--- config.mk ---
export PLATFORM = sky130hd
export DESIGN_NAME = inst_fetch_unit
export DESIGN_NICKNAME = d
export VERILOG_FILES = /design/src/rtl/inst_fetch_unit.sv
export SDC_FILE = /design/constraint.sdc
export NUM_CORES = 1
export LEC_CHECK = 0
export CAP_MARGIN = 25
export CORE_ASPECT_RATIO = 1.2
export CORE_MARGIN = 4
export CORE_UTILIZATION = 37
export CTS_CLUSTER_DIAMETER = 150
export DETAILED_ROUTE_END_ITERATION = 16
export HOLD_SLACK_MARGIN = 0.05
export PLACE_DENSITY = 0.58
export SLEW_MARGIN = 20
export SYNTH_ARGS = -nofsm -noshare
export SYNTH_HDL_FRONTEND = slang
export SYNTH_SLANG_ARGS = --single-unit
--- constraint.sdc ---
create_clock -name clk -period 4.33 [get_ports clk]
set_input_delay 1.0825 -clock clk [delete_from_list [all_inputs] [get_ports clk]]
set_output_delay 1.0825 -clock clk [all_outputs]
set_load 0.03 [all_outputs]
--- src/rtl/inst_fetch_unit.sv ---
// Instruction fetch unit: owns the fetch PC, issues single-outstanding program-memory
// reads, buffers words in a prefetch FIFO and handles jump/interrupt redirects and lock.
module inst_fetch_unit #(
  parameter int                 ADDR_W     = 16,
  parameter int                 DATA_W     = 16,
  parameter int                 FIFO_DEPTH = 4,
  parameter logic [ADDR_W-1:0]  RESET_PC   = {ADDR_W{1'b0}}
) (
  input  logic              clk,
  input  logic              n_rst,
  output logic [ADDR_W-1:0] o_mem_addr,
  output logic              o_mem_req,
  input  logic [DATA_W-1:0] i_mem_data,
  input  logic              i_mem_ack,
  output logic [DATA_W-1:0] o_word,
  output logic              o_word_valid,
  input  logic              i_word_ready,
  output logic [ADDR_W-1:0] o_head_pc,
  input  logic              i_pc_set,
  input  logic [ADDR_W-1:0] i_pc_target,
  input  logic              i_interrupt,
  input  logic [ADDR_W-1:0] i_int_vector,
  output logic [ADDR_W-1:0] o_ret_pc,
  input  logic              i_lock
);

  localparam int PTR_W = (FIFO_DEPTH > 1) ? $clog2(FIFO_DEPTH) : 1;
  localparam int CNT_W = $clog2(FIFO_DEPTH + 1);
  localparam logic [CNT_W-1:0] DEPTH_C = CNT_W'(FIFO_DEPTH);

  typedef enum logic [1:0] {
    S_IDLE    = 2'd0,
    S_WAIT    = 2'd1,
    S_DISCARD = 2'd2
  } state_e;

  state_e              state_q, state_d;
  logic                run_q;
  logic [ADDR_W-1:0]   fpc_q, fpc_d;
  logic [ADDR_W-1:0]   head_pc_q, head_pc_d;
  logic [ADDR_W-1:0]   addr_q, addr_d;
  logic [ADDR_W-1:0]   ret_pc_q, ret_pc_d;
  logic [DATA_W-1:0]   last_q, last_d;
  logic [DATA_W-1:0]   fifo_q [FIFO_DEPTH];
  logic [PTR_W-1:0]    wr_ptr_q, wr_ptr_d;
  logic [PTR_W-1:0]    rd_ptr_q, rd_ptr_d;
  logic [CNT_W-1:0]    count_q, count_d;

  logic                redirect_s, issue_s, req_s, ack_s, push_s, pop_s, valid_s;
  logic [ADDR_W-1:0]   target_s;

  // run_q keeps the request low in the first cycle after reset so a stale ack is ignored
  assign redirect_s = i_interrupt | i_pc_set;
  assign target_s   = i_interrupt ? i_int_vector : i_pc_target;
  assign issue_s    = run_q && (state_q == S_IDLE) && !i_lock && (count_q < DEPTH_C) && !redirect_s;
  assign req_s      = issue_s || (state_q != S_IDLE);
  assign ack_s      = req_s && i_mem_ack;
  assign push_s     = ack_s && (state_q != S_DISCARD) && !redirect_s;
  assign valid_s    = (count_q != {CNT_W{1'b0}}) && !i_lock && !redirect_s;
  assign pop_s      = valid_s && i_word_ready;

  assign o_mem_req    = req_s;
  assign o_mem_addr   = (state_q == S_IDLE) ? fpc_q : addr_q;
  assign o_word_valid = valid_s;
  assign o_word       = (count_q != {CNT_W{1'b0}}) ? fifo_q[rd_ptr_q] : last_q;
  assign o_head_pc    = head_pc_q;
  assign o_ret_pc     = ret_pc_q;

  // next-state for the FSM, PCs and FIFO bookkeeping
  always_comb begin
    state_d   = state_q;
    fpc_d     = fpc_q;
    head_pc_d = head_pc_q;
    addr_d    = addr_q;
    ret_pc_d  = ret_pc_q;
    last_d    = last_q;
    wr_ptr_d  = wr_ptr_q;
    rd_ptr_d  = rd_ptr_q;
    count_d   = count_q;

    case (state_q)
      S_IDLE: begin
        if (issue_s && !i_mem_ack) begin
          state_d = S_WAIT;
        end else begin
          state_d = S_IDLE;
        end
      end
      S_WAIT: begin
        if (ack_s) begin
          state_d = S_IDLE;
        end else if (redirect_s) begin
          state_d = S_DISCARD;
        end else begin
          state_d = S_WAIT;
        end
      end
      S_DISCARD: begin
        if (ack_s) begin
          state_d = S_IDLE;
        end else begin
          state_d = S_DISCARD;
        end
      end
      default: state_d = S_IDLE;
    endcase

    if (issue_s) begin
      addr_d = fpc_q;
    end else begin
      addr_d = addr_q;
    end

    if (redirect_s) begin
      fpc_d     = target_s;
      head_pc_d = target_s;
      count_d   = {CNT_W{1'b0}};
      wr_ptr_d  = {PTR_W{1'b0}};
      rd_ptr_d  = {PTR_W{1'b0}};
      if (count_q != {CNT_W{1'b0}}) begin
        last_d = fifo_q[rd_ptr_q];
      end else begin
        last_d = last_q;
      end
    end else begin
      if (push_s) begin
        fpc_d    = fpc_q + ADDR_W'(1);
        wr_ptr_d = wr_ptr_q + PTR_W'(1);
      end else begin
        fpc_d    = fpc_q;
      end
      if (pop_s) begin
        head_pc_d = head_pc_q + ADDR_W'(1);
        rd_ptr_d  = rd_ptr_q + PTR_W'(1);
        last_d    = fifo_q[rd_ptr_q];
      end else begin
        head_pc_d = head_pc_q;
      end
      count_d = count_q + CNT_W'(push_s) - CNT_W'(pop_s);
    end

    if (i_interrupt) begin
      ret_pc_d = head_pc_q;
    end else begin
      ret_pc_d = ret_pc_q;
    end
  end

  // state and control registers
  always_ff @(posedge clk or negedge n_rst) begin
    if (!n_rst) begin
      state_q   <= S_IDLE;
      run_q     <= 1'b0;
      fpc_q     <= RESET_PC;
      head_pc_q <= RESET_PC;
      addr_q    <= RESET_PC;
      ret_pc_q  <= {ADDR_W{1'b0}};
      last_q    <= {DATA_W{1'b0}};
      wr_ptr_q  <= {PTR_W{1'b0}};
      rd_ptr_q  <= {PTR_W{1'b0}};
      count_q   <= {CNT_W{1'b0}};
    end else begin
      state_q   <= state_d;
      run_q     <= 1'b1;
      fpc_q     <= fpc_d;
      head_pc_q <= head_pc_d;
      addr_q    <= addr_d;
      ret_pc_q  <= ret_pc_d;
      last_q    <= last_d;
      wr_ptr_q  <= wr_ptr_d;
      rd_ptr_q  <= rd_ptr_d;
      count_q   <= count_d;
    end
  end

  // storage array; only occupied entries are ever read
  always_ff @(posedge clk) begin
    if (push_s) begin
      fifo_q[wr_ptr_q] <= i_mem_data;
    end
  end

endmodule
[Word-level counts from Yosys, hierarchy flattened]
Memories as Yosys holds them, arrays and structs flattened.
Cells that the tools add are included.
Storage, ports and cells
  input bits: 55
  memories kept: 1
  bits in writable memories: 64
  register bits after elaboration: 90
Operators by class
  muxes and demuxes: 21
  bitwise logic cells: 1
  equal/unequal tests: 3
  add/sub/neg operators: 6
  reductions and logical operators: 20
  order comparisons: 1
Memories
  fifo_q: depth 4, width 16, read ports 1, clocked after Yosys merged registers in 0, write ports 1, RTL line 44  | logic [DATA_W-1:0] fifo_q [FIFO_DEPTH];
Operators with widths (number)
  2-to-1 mux 16 bit: 9
  adder 16 x 1 -> 16 bit, second input constant: 2
  2-to-1 mux 2 bit: 7
  logical AND 1 bit: 11
  case mux 2 bit (3 select lines): 1
  nonzero test 2 bit: 3
  adder 2 x 1 -> 2 bit, second input constant: 2
  adder 3 x 1 -> 3 bit: 1
  zero test 1 bit: 3
  < comparator 3 bit, second input constant: 1
  2-to-1 mux 1 bit: 3
  2-to-1 mux 3 bit: 1
  nonzero test 3 bit: 1
  subtractor 3 x 1 -> 3 bit: 1
  == test 2 x 1 -> 1 bit, second input constant: 1
  == test 2 bit, second input constant: 1
  zero test 2 bit: 1
  != test 2 bit, second input constant: 1
  logical OR 1 bit: 1
  bitwise OR 1 bit: 1

[Logic depth before layout (Yosys ltp)]
Gate-level depths: netlist (run 1).
  depth in word-level cells: 12
  mapped depth: 13
  depth with buffers taken out: 12

[Worst setup path after synthesis (run 1)]
OpenSTA, ideal clock, no wires.
  kind: input to output
  start point: input i_pc_set
  end point: output o_word_valid
  cell stages on the path: 4
  data required time: 3.248 ns
  arrival: 2.366 ns
  setup slack: 0.881 ns
  path through: or2_1 buf_2 clkbuf_1 nor3_1
On the way
  longest elaborated chain between the ends: 3
RTL lines
  start, declared: RTL line 19  | input logic i_pc_set,
  bitwise OR 1 bit: RTL line 53  | assign redirect_s = i_interrupt | i_pc_set;
  zero test 1 bit: RTL line 59  | assign valid_s = (count_q != {CNT_W{1'b0}}) && !i_lock && !redirect_s;
  logical AND 1 bit: RTL line 59
  end, declared: RTL line 16  | output logic o_word_valid,
Every way passes these cells.

[Final worst setup path (run 1)]
  start point: register rd_ptr_q[1]
  end point: output o_word[15]
On the way
  longest elaborated chain between the ends: 2
RTL lines
  start, declared: RTL line 46  | logic [PTR_W-1:0] rd_ptr_q, rd_ptr_d;
  start signal, assigned: RTL line 160  | rd_ptr_q <= {PTR_W{1'b0}};
  start signal, assigned: RTL line 171  | rd_ptr_q <= rd_ptr_d;
  memory (4 x 16 bit)
  2-to-1 mux 16 bit
  end, declared: RTL line 15  | output logic [DATA_W-1:0] o_word,
Every way passes these cells.

==> run_results.csv, run 1 <==
group,metric,value,unit
outcome,status,"complete, no violations",
hold_path,hp-start,"addr_q[7]$_DFFE_PN0P_",
critical_path,reg2reg_from,"count_q[2]$_DFF_PN0_",
clock_tree,cts_resized,0,
clock_tree,htreeDepth,4,
critical_path,max_stage_delay,0.92,ns
logic_synthesis,yosys_register_bits,154,
die,die-height,162,um
critical_path,arrival,2.57,ns
clock_tree,clkTransAtPathRegs,0.07,ns
logic_synthesis,avgSynthCellArea,12.8,um2
critical_path,cpLargestDelayFamily,"flip-flops",
sta,slew_headroom,0.363,
flow_run,drv_cap,0,
routing,drtIter0Drc,319,
power_and_ir_drop,p_leak,3.70,nW
logic_synthesis,yosysMostFrequentCell,"dfrtp_1",
sta,hold_slack,0.481,ns
clock_tree,cts_num_sinks,154,
critical_path,crit_fanout,17,
global_route,grt_usage,0.176,
sta,rsz0062_at_grt,"false",
logic_synthesis,syn_inst,571,
critical_path,crit_type,"reg2out",
routing,vias_per_cell,5.40,
clock_tree,clock_path_buffers,2,
logic_synthesis,syn_nets,635,
logic_synthesis,synthTopCellsByCount,"dfrtp_1, nand2_1, edfxtp_1, mux2_2, a21oi_1",
power_and_ir_drop,vdd_drop_max,0.000298,V
logic_synthesis,yosysSeqAreaShare,0.571,
critical_path,path_buf_inv,1,
hold_path,hold_depth,2,
logic_synthesis,async_flop_share,0.584,
sta,fin_ws,0.677,ns
sta,worstMarginPinSlew,0.955,ns
placement,dp_slack,0.606,ns
global_route,grt_antenna_before_repair,1,
routing,detail-route-antenna-nets,0,
global_route,overflow,0,
routing,post_drt_wl_per_cell,19.6,um
placement,gp_congestion,0.842,
routing,finalWirelength,19000,um
global_route,grt_first_pass_wirelength,29700,um
logic_synthesis,netlist_area,0.00731,mm2
sta,hold_violations,0,
sta,fmax,0.274,GHz
die,core,0.0195,mm2
die,start_util,0.375,
critical_path,cpMostUsedCell,"nand2_1",
hold_path,hold_path_end,"addr_q[7]$_DFFE_PN0P_",
cells_and_area,fillers,1801,
sta,fin_crit_sh,0.844,
sta,skew,0.00961,ns
critical_path,crit_path_end_kind,"primary output",
hold_path,hold_path.class,"reg2reg",
global_route,grt_max_degree,75,
clock_tree,postCtsHoldBufs,0,
critical_path,reg2reg_depth,12,
power_and_ir_drop,power.density,401,mW/mm2
clock_tree,root_buffer,"clkbuf_16",
global_route,grt_pass1_vias,5386,
logic_synthesis,yosysWarnings,0,
cells_and_area,syn2layout_area_growth,28.1,%
critical_path,cp-start-kind,"register",
cells_and_area,drive_gt1_frac,0.204,
clock_tree,cts_setup_buffers,0,
routing,firstDrtPassIters,5,
critical_path,r2r_end,"count_q[2]$_DFF_PN0_",
routing,vias,5228,
die,die-area,0.0221,mm2
clock_tree,cts_tree,"yes",
placement,dp_hpwl,13300,um
critical_path,r2r_slack,1.46,ns
critical_path,crit_chain,"mux4_2 > nand2_1 > nand2_1 > clkdlybuf4s50_1",
logic_synthesis,synthTopCellsByArea,"dfrtp_1, edfxtp_1, mux2_2",
logic_synthesis,synth_area_leader_cell,"dfrtp_1",
die,ios,121,
logic_synthesis,synthFlopType,"dfrtp_1",
logic_synthesis,synth_cell_types,66,
routing,post-route-drc-count,0,
die,rows,56,
critical_path,cp_data_required_time,3.25,ns
critical_path,worst_path_max_delay_cell,"dfrtp_1",
critical_path,critPathLaunch,"rd_ptr_q[1]$_DFFE_PN0P_",
clock_tree,cts_buffers,17,
sta,maxSlewViolCount,0,
clock_tree,insertion_delay,0.42,ns
sta,post-route-min-period,3.65,ns
placement,portBuffers,120,
sta,setup_tns,0,ns
die,die_w,136,um
cells_and_area,diodes,0,
cells_and_area,nets,758,
logic_synthesis,synth_edf_count,64,
sta,setup-violations-final,0,
logic_synthesis,synth_top_area_share,0.308,
==> power by group <==
group / internal [mW] / switching [mW] / leakage (nW)
clock network: 0.760 / 0.634 / 0.265
logic: 0.307 / 0.327 / 1.68
registers: 1.63 / 0.0971 / 1.75
total: 2.69 / 1.06 / 3.70
==> sequential cells by signal, summed over array words and instances, names as in the netlist <==
register,count
addr_q,16
count_q,3
fifo_q,64
fpc_q,16
last_q,16
o_head_pc,16
o_ret_pc,16
rd_ptr_q,2
run_q,1
state_q,2
wr_ptr_q,2
==> logic make-up (layout without fill, tap and decap cells) <==
family,Yosys count,count (layout),share of synthesized area
AND/OR/NAND/NOR,158,158,0.110
AO/OA/AOI/OAI,114,114,0.110
XOR/XNOR,6,6,0.00719
buffers and inverters,49,185,0.0332
other,1,1,0.000513
flip-flops,154,154,0.571
multiplexers,80,80,0.152
adder cells (fa/ha/maj),9,9,0.0164
==> worst max-delay path by stage <==
stage / cells past startpoint / slack, ns / end
2_1_floorplan: 4 / 0.88 / o_word_valid
3_3_place_gp: 13 / 0.69 / count_q[2]$_DFF_PN0_
3_5_place_dp: 13 / 0.61 / count_q[2]$_DFF_PN0_
4_1_cts: 4 / 0.52 / o_word[10]
5_1_grt: 4 / 0.51 / o_word[15]
6_report: 4 / 0.68 / o_word[15]
==> worst register-to-register path, stage by stage (launching register included) <==
cell and delay, ns:
dfrtp_1 0.44, or3_1 0.58, buf_8 0.24, nand2_1 0.15, nor2_1 0.07, ha_1 0.30
inv_1 0.06, ha_1 0.12, inv_1 0.05, fa_1 0.37, xor2_1 0.18, xnor2_1 0.14
nor2_1 0.06
==> layout by cell type, fill, tap and decap left out, types with 4 or more instances in the layout <==
cell,count
xnor2_1,4
o21ai_0,17
dfrtp_1,90
nor4_1,5
a22o_1,6
clkdlybuf4s50_1,117
edfxtp_1,64
nor2_1,15
clkbuf_16,17
a21oi_1,27
mux4_2,16
nand3_1,17
o22ai_1,4
mux2_2,56
nand4_1,7
nor3_1,8
and3_1,10
and4_1,5
mux2_4,8
a22oi_1,10
inv_1,14
ha_1,8
a2bb2oi_1,15
nand2_1,70
buf_4,20
inv_6,4
==> final cells by class <==
class	instances	area [um2]	area share
Tap cell	261	327	0.0349
Sequential cell	154	4170	0.446
Timing Repair Buffer	139	1360	0.146
Multi-Input combinational cell	368	2890	0.309
Clock inverter	14	111	0.0119
Inverter	14	52.6	0.00561
Clock buffer	18	439	0.0469
==> layer usage <==
metal  track usage  share of wire  vias to the layer above
met5             0        0.00068                        -
met4        0.0463          0.016                        2
met3        0.0493          0.063                       28
met2         0.306           0.51                      156
met1         0.214           0.41                     2643
li1              -              -                     2399
==> per-stage QoR <==
| stage | utilization | total power [mW] | instances | area, um2 |
|---|---|---|---|---|
| floorplan | - | 2.10 | 571 | 7310 |
| CTS | 0.478 | 3.79 | 966 | 9320 |
| detailed placement | 0.450 | 2.39 | 934 | 8770 |
| global placement | 0.450 | 2.37 | 934 | 8770 |
| finish | 0.480 | 3.75 | 968 | 9360 |
| global route | 0.480 | 3.91 | 968 | 9360 |
Power figures use the tool's default switching activity.
==> run 2, diff against run 1 <==
==> constraint.sdc (replaced) <==
create_clock -name clk -period 3.6 [get_ports clk]
set_input_delay 0.9 -clock clk [delete_from_list [all_inputs] [get_ports clk]]
set_output_delay 0.9 -clock clk [all_outputs]
set_load 0.03 [all_outputs]
==> run 2 against run 1 <==
Utilization is 0.53 points higher. Clock-buffer cell count stayed put. Power is 25% higher. Die area stayed put. Combinational power is 21% higher. Cell area is 1.1% higher. Non-clock buffer count is 6 higher. Routed wire length hardly changed. Clock power is 33% higher. Critical path type unchanged. Critical endpoint unchanged.
==> run_results.csv, run 2 (synthesis gave the netlist of run 1 again) <==
group,metric,value,unit
critical_path,crit_chain,"buf_4 > mux4_2 > nand2_1 > nand2_1 > clkdlybuf4s50_1",
die,rows,56,
clock_tree,root_buffer,"clkbuf_16",
placement,dp_hpwl,13300,um
cells_and_area,fin_util,0.486,
critical_path,worst_path_max_delay_cell,"clkdlybuf4s50_1",
power_and_ir_drop,p_leak,3.76,nW
power_and_ir_drop,power.density,495,mW/mm2
clock_tree,insertion_delay,0.43,ns
routing,post_drt_wl_per_cell,19.5,um
sta,worstMarginPinSlew,0.622,ns
clock_tree,clkTransAtPathRegs,0.07,ns
routing,vias_per_cell,5.39,
cells_and_area,final_common_cell,"clkdlybuf4s50_1",
critical_path,cp_data_required_time,2.70,ns
cells_and_area,largest_register_ffs,64,
placement,gp_congestion,0.842,
sta,maxSlewViolCount,0,
global_route,overflow,0,
sta,setup-violations-final,0,
critical_path,r2r_slack,0.73,ns
critical_path,cp-start-kind,"register",
global_route,grt_antenna_before_repair,1,
sta,hold_violations,0,
hold_path,hold_path.class,"in2async",
critical_path,arrival,2.44,ns
routing,post-route-drc-count,0,
sta,rsz0062_at_grt,"false",
clock_tree,cts_setup_buffers,0,
outcome,status,"complete, no violations",
die,ios,121,
clock_tree,cts_buffers,17,
global_route,grt_usage,0.180,
clock_tree,postCtsHoldBufs,0,
clock_tree,clock_path_buffers,2,
die,die-area,0.0221,mm2
die,die-height,162,um
sta,setup_tns,0,ns
clock_tree,cts_resized,0,
routing,detail-route-antenna-nets,0,
global_route,grt_pass1_vias,5554,
routing,firstDrtPassIters,5,
clock_tree,cts_num_sinks,154,
global_route,grt_max_degree,51,
critical_path,cpMostUsedCell,"nand2_1",
sta,slew_headroom,0.585,
sta,fmax,0.299,GHz
power_and_ir_drop,vdd_drop_max,0.000348,V
critical_path,crit_fanout,18,
cells_and_area,final_cell_mix,"clkdlybuf4s50_1, dfrtp_1, nand2_1",
routing,drtIter0Drc,335,
cells_and_area,drive_gt1_frac,0.213,
cells_and_area,diodes,0,
routing,finalWirelength,19000,um
critical_path,crit_path_end_kind,"primary output",
clock_tree,cts_tree,"yes",
sta,post-route-min-period,3.34,ns
sta,fin_crit_sh,0.929,
flow_run,drv_cap,0,
die,start_util,0.375,
global_route,grt_first_pass_wirelength,30600,um
die,die_w,136,um
clock_tree,htreeDepth,4,
sta,skew,0.00832,ns
critical_path,crit_type,"reg2out",
critical_path,max_stage_delay,0.60,ns
die,core,0.0195,mm2
routing,vias,5253,
cells_and_area,largest-register,"fifo_q",
placement,portBuffers,120,
cells_and_area,syn2layout_area_growth,29.5,%
cells_and_area,nets,764,
run 2: per-stage QoR:
stage          worst slack [ns]  power (mW)  hold slack [ns]  std cells  instance area, um2
4_1_cts                   0.175        4.76            0.395        974                9460
5_1_grt                  0.0826        4.91            0.422        974                9460
2_1_floorplan             0.516        2.52            0.446        571                7310
3_5_place_dp              0.193        2.88            0.487        942                8850
3_3_place_gp              0.261        2.86            0.461        941                8820
6_report                  0.256        4.69            0.403        974                9460
run 2: critical path: cells and delay by family, from the launching register on:
kind                   cells  cell delay, ns
buffers and inverters      2            0.95
DFF                        1            0.33
muxes                      1            0.57
and+or+nand+nor            2            0.17
run 2: path summary, 6_finish.rpt:
kind / start / endpoint / depth (start not counted)
worst max-delay path: rd_ptr_q[0]$_DFFE_PN0P_ / o_word[15] / 5
worst min-delay path: n_rst / addr_q[8]$_DFFE_PN0P_ / 1
worst max register to register: count_q[2]$_DFF_PN0_ / count_q[2]$_DFF_PN0_ / 11
worst min register to register: addr_q[7]$_DFFE_PN0P_ / addr_q[7]$_DFFE_PN0P_ / 2
max in group asynchronous: n_rst / o_ret_pc[14]$_DFFE_PN0P_ / 3
min in group clk: addr_q[7]$_DFFE_PN0P_ / addr_q[7]$_DFFE_PN0P_ / 2
run 2: report_power, final:
| group | internal, mW | switching [mW] | total [mW] |
|---|---|---|---|
| clock | 1.07 | 0.776 | 1.85 |
| sequential | 1.96 | 0.120 | 2.08 |
| combinational | 0.372 | 0.393 | 0.765 |
run 2: layout make-up:
class	instances	area, um2
sequential	154	4170
multi-input combinational	368	2890
tap	261	327
clock buffer	18	439
timing repair buffer	145	1400
inverter	14	52.6
fill	1791	10000
clock inverter	14	175
run 2: metal layers:
metal	vias to the layer above	part of all wire	track usage
met5	-	0.00068	0
met3	32	0.063	0.0400
li1	2410	-	-
met2	167	0.50	0.302
met4	2	0.022	0.0720
met1	2642	0.41	0.225
==> run 3, diff against run 2 <==
--- a/config.mk
+++ b/config.mk
@@ -6,12 +6,13 @@
 export NUM_CORES = 1
 export LEC_CHECK = 0
 export CAP_MARGIN = 25
-export CORE_ASPECT_RATIO = 1.2
+export CORE_ASPECT_RATIO = 1.75
 export CORE_MARGIN = 4
 export CORE_UTILIZATION = 37
 export CTS_CLUSTER_DIAMETER = 150
 export DETAILED_ROUTE_END_ITERATION = 16
 export HOLD_SLACK_MARGIN = 0.05
+export MAX_ROUTING_LAYER = met4
 export PLACE_DENSITY = 0.58
 export SLEW_MARGIN = 20
 export SYNTH_ARGS = -nofsm -noshare
==> run 3 against run 2 <==
Sequential share of layout area grew 0.15 points. Largest power group unchanged. Clock power decreased by 4%. Routed wire length up 2.2%. Via count shrank 0.82%. Largest cell class unchanged.
==> run_results.csv, run 3 (synthesis gave the netlist of run 1 again) <==
group,metric,value,unit
outcome,status,"complete, no violations",
die,die_w,114,um
sta,slew_headroom,0.497,
sta,hold_violations,0,
critical_path,cpMostUsedCell,"nand2_1",
global_route,grt_first_pass_wirelength,30800,um
global_route,overflow,0,
clock_tree,insertion_delay,0.42,ns
routing,firstDrtPassIters,4,
placement,dp_slack,0.177,ns
power_and_ir_drop,pwr-share-seq,0.449,
power_and_ir_drop,p_sw_frac,0.264,
die,core,0.0193,mm2
placement,dp_hpwl,14100,um
critical_path,crit_type,"reg2out",
clock_tree,postCtsHoldBufs,0,
die,rows,67,
routing,dr.max_layer_used,"met4",
routing,vias,5210,
critical_path,max_stage_delay,0.73,ns
clock_tree,clock_path_buffers,2,
routing,wl_met2,10500,um
cells_and_area,largest_register_ffs,64,
sta,post-route-min-period,3.34,ns
critical_path,r2r_end,"count_q[2]$_DFF_PN0_",
power_and_ir_drop,clock_power_share,0.384,
power_and_ir_drop,vdd_drop_max,0.000320,V
critical_path,cp-start-kind,"register",
clock_tree,cts_buffers,17,
sta,fmax,0.299,GHz
power_and_ir_drop,power.switching,1.22,mW
cells_and_area,fillers,1747,
routing,post_drt_wl_per_cell,20.3,um
power_and_ir_drop,p_leak,3.74,nW
routing,wl_met3,955,um
routing,vias_per_cell,5.46,
power_and_ir_drop,power.density,491,mW/mm2
critical_path,crit_path_end_kind,"primary output",
sta,setup-violations-final,0,
critical_path,crit_fanout,19,
hold_path,hold_path.class,"in2async",
critical_path,cpLargestDelayFamily,"simple AND/OR/NAND/NOR gates",
power_and_ir_drop,pwr-share-comb,0.168,
routing,drtIter0Drc,175,
clock_tree,root_buffer,"clkbuf_16",
global_route,grt_antenna_before_repair,0,
flow_run,drv_cap,0,
critical_path,worst_path_max_delay_cell,"or3_1",
routing,post-route-drc-count,0,
routing,detail-route-antenna-nets,0,
cells_and_area,largest-register,"fifo_q",
critical_path,reg2reg_depth,11,
global_route,grt_usage,0.184,
sta,rsz0062_at_grt,"false",
cells_and_area,final_common_cell,"clkdlybuf4s50_1",
cells_and_area,final_cell_mix,"clkdlybuf4s50_1, dfrtp_1, nand2_1",
clock_tree,htreeDepth,4,
sta,maxSlewViolCount,0,
die,start_util,0.379,
global_route,grt_max_degree,55,
sta,fin_ws,0.257,ns
clock_tree,cts_num_sinks,154,
routing,wl_met1,7520,um
global_route,grt_pass1_vias,5589,
critical_path,path_buf_inv,1,
critical_path,r2r_slack,0.66,ns
cells_and_area,nets,767,
sta,skew,0.00747,ns
placement,portBuffers,120,
critical_path,crit_chain,"or3_1 > nand2_1 > nand2_1 > clkdlybuf4s50_1",
sta,fin_crit_sh,0.929,
clock_tree,cts_setup_buffers,0,
die,die-area,0.0222,mm2
sta,worstMarginPinSlew,0.754,ns
cells_and_area,syn2layout_area_growth,29.0,%
cells_and_area,drive_gt1_frac,0.210,
clock_tree,cts_tree,"yes",
sta,setup_tns,0,ns
critical_path,arrival,2.44,ns
clock_tree,clkTransAtPathRegs,0.06,ns
power_and_ir_drop,intPower,3.41,mW
cells_and_area,diodes,0,
critical_path,reg2reg_from,"count_q[2]$_DFF_PN0_",
die,die-height,194,um
routing,finalWirelength,19400,um
die,ios,121,
placement,gp_congestion,0.877,
critical_path,cp_data_required_time,2.70,ns
clock_tree,cts_resized,0,
[run 3: power by group through the flow]
stage | clock network [mW] | registers (mW) | logic [mW]
after floorplan | 0 | 2.15 | 0.367
after global placement | 0 | 2.10 | 0.775
after detailed placement | 0 | 2.11 | 0.782
after CTS | 1.82 | 2.08 | 0.786
after global routing | 1.89 | 2.10 | 0.826
final | 1.78 | 2.08 | 0.775
[run 3: per-layer routing]
layer,GRT usage,vias to the layer above
li1,-,2413
met1,0.202,2590
met2,0.315,175
met3,0.0375,32
met4,0.0832,0
met5,-,-
[run 3: worst max path at each step]
stage,from,end,slack [ns],cells after the start
final,count_q[2]$_DFF_PN0_,o_word[7],0.26,4
after global routing,count_q[1]$_DFF_PN0_,o_word[12],0.11,4
after CTS,count_q[2]$_DFF_PN0_,o_word[6],0.21,4
after detailed placement,i_lock,count_q[2]$_DFF_PN0_,0.18,13
after global placement,i_pc_set,o_word_valid,0.31,5
after floorplan,i_pc_set,o_word_valid,0.52,4
[run 3: through the flow]
| stage | power [mW] | hold slack [ns] | area [um2] | util | instances |
|---|---|---|---|---|---|
| floorplan | 2.52 | 0.446 | 7310 | - | 571 |
| global placement | 2.88 | 0.465 | 8850 | 0.459 | 925 |
| detailed placement | 2.89 | 0.476 | 8850 | 0.459 | 925 |
| CTS | 4.68 | 0.463 | 9430 | 0.489 | 955 |
| global route | 4.81 | 0.488 | 9430 | 0.489 | 955 |
| finish | 4.63 | 0.453 | 9430 | 0.489 | 955 |
[run 3: final cells by class]
type,instances,area (um2),share of cell area
sequential,154,4170,0.443
clock buffer,17,425,0.0451
inverter,14,52.6,0.00557
clock inverter,13,155,0.0165
tap,241,302,0.0320
multi-input combinational,368,2890,0.307
timing repair buffer,148,1430,0.152
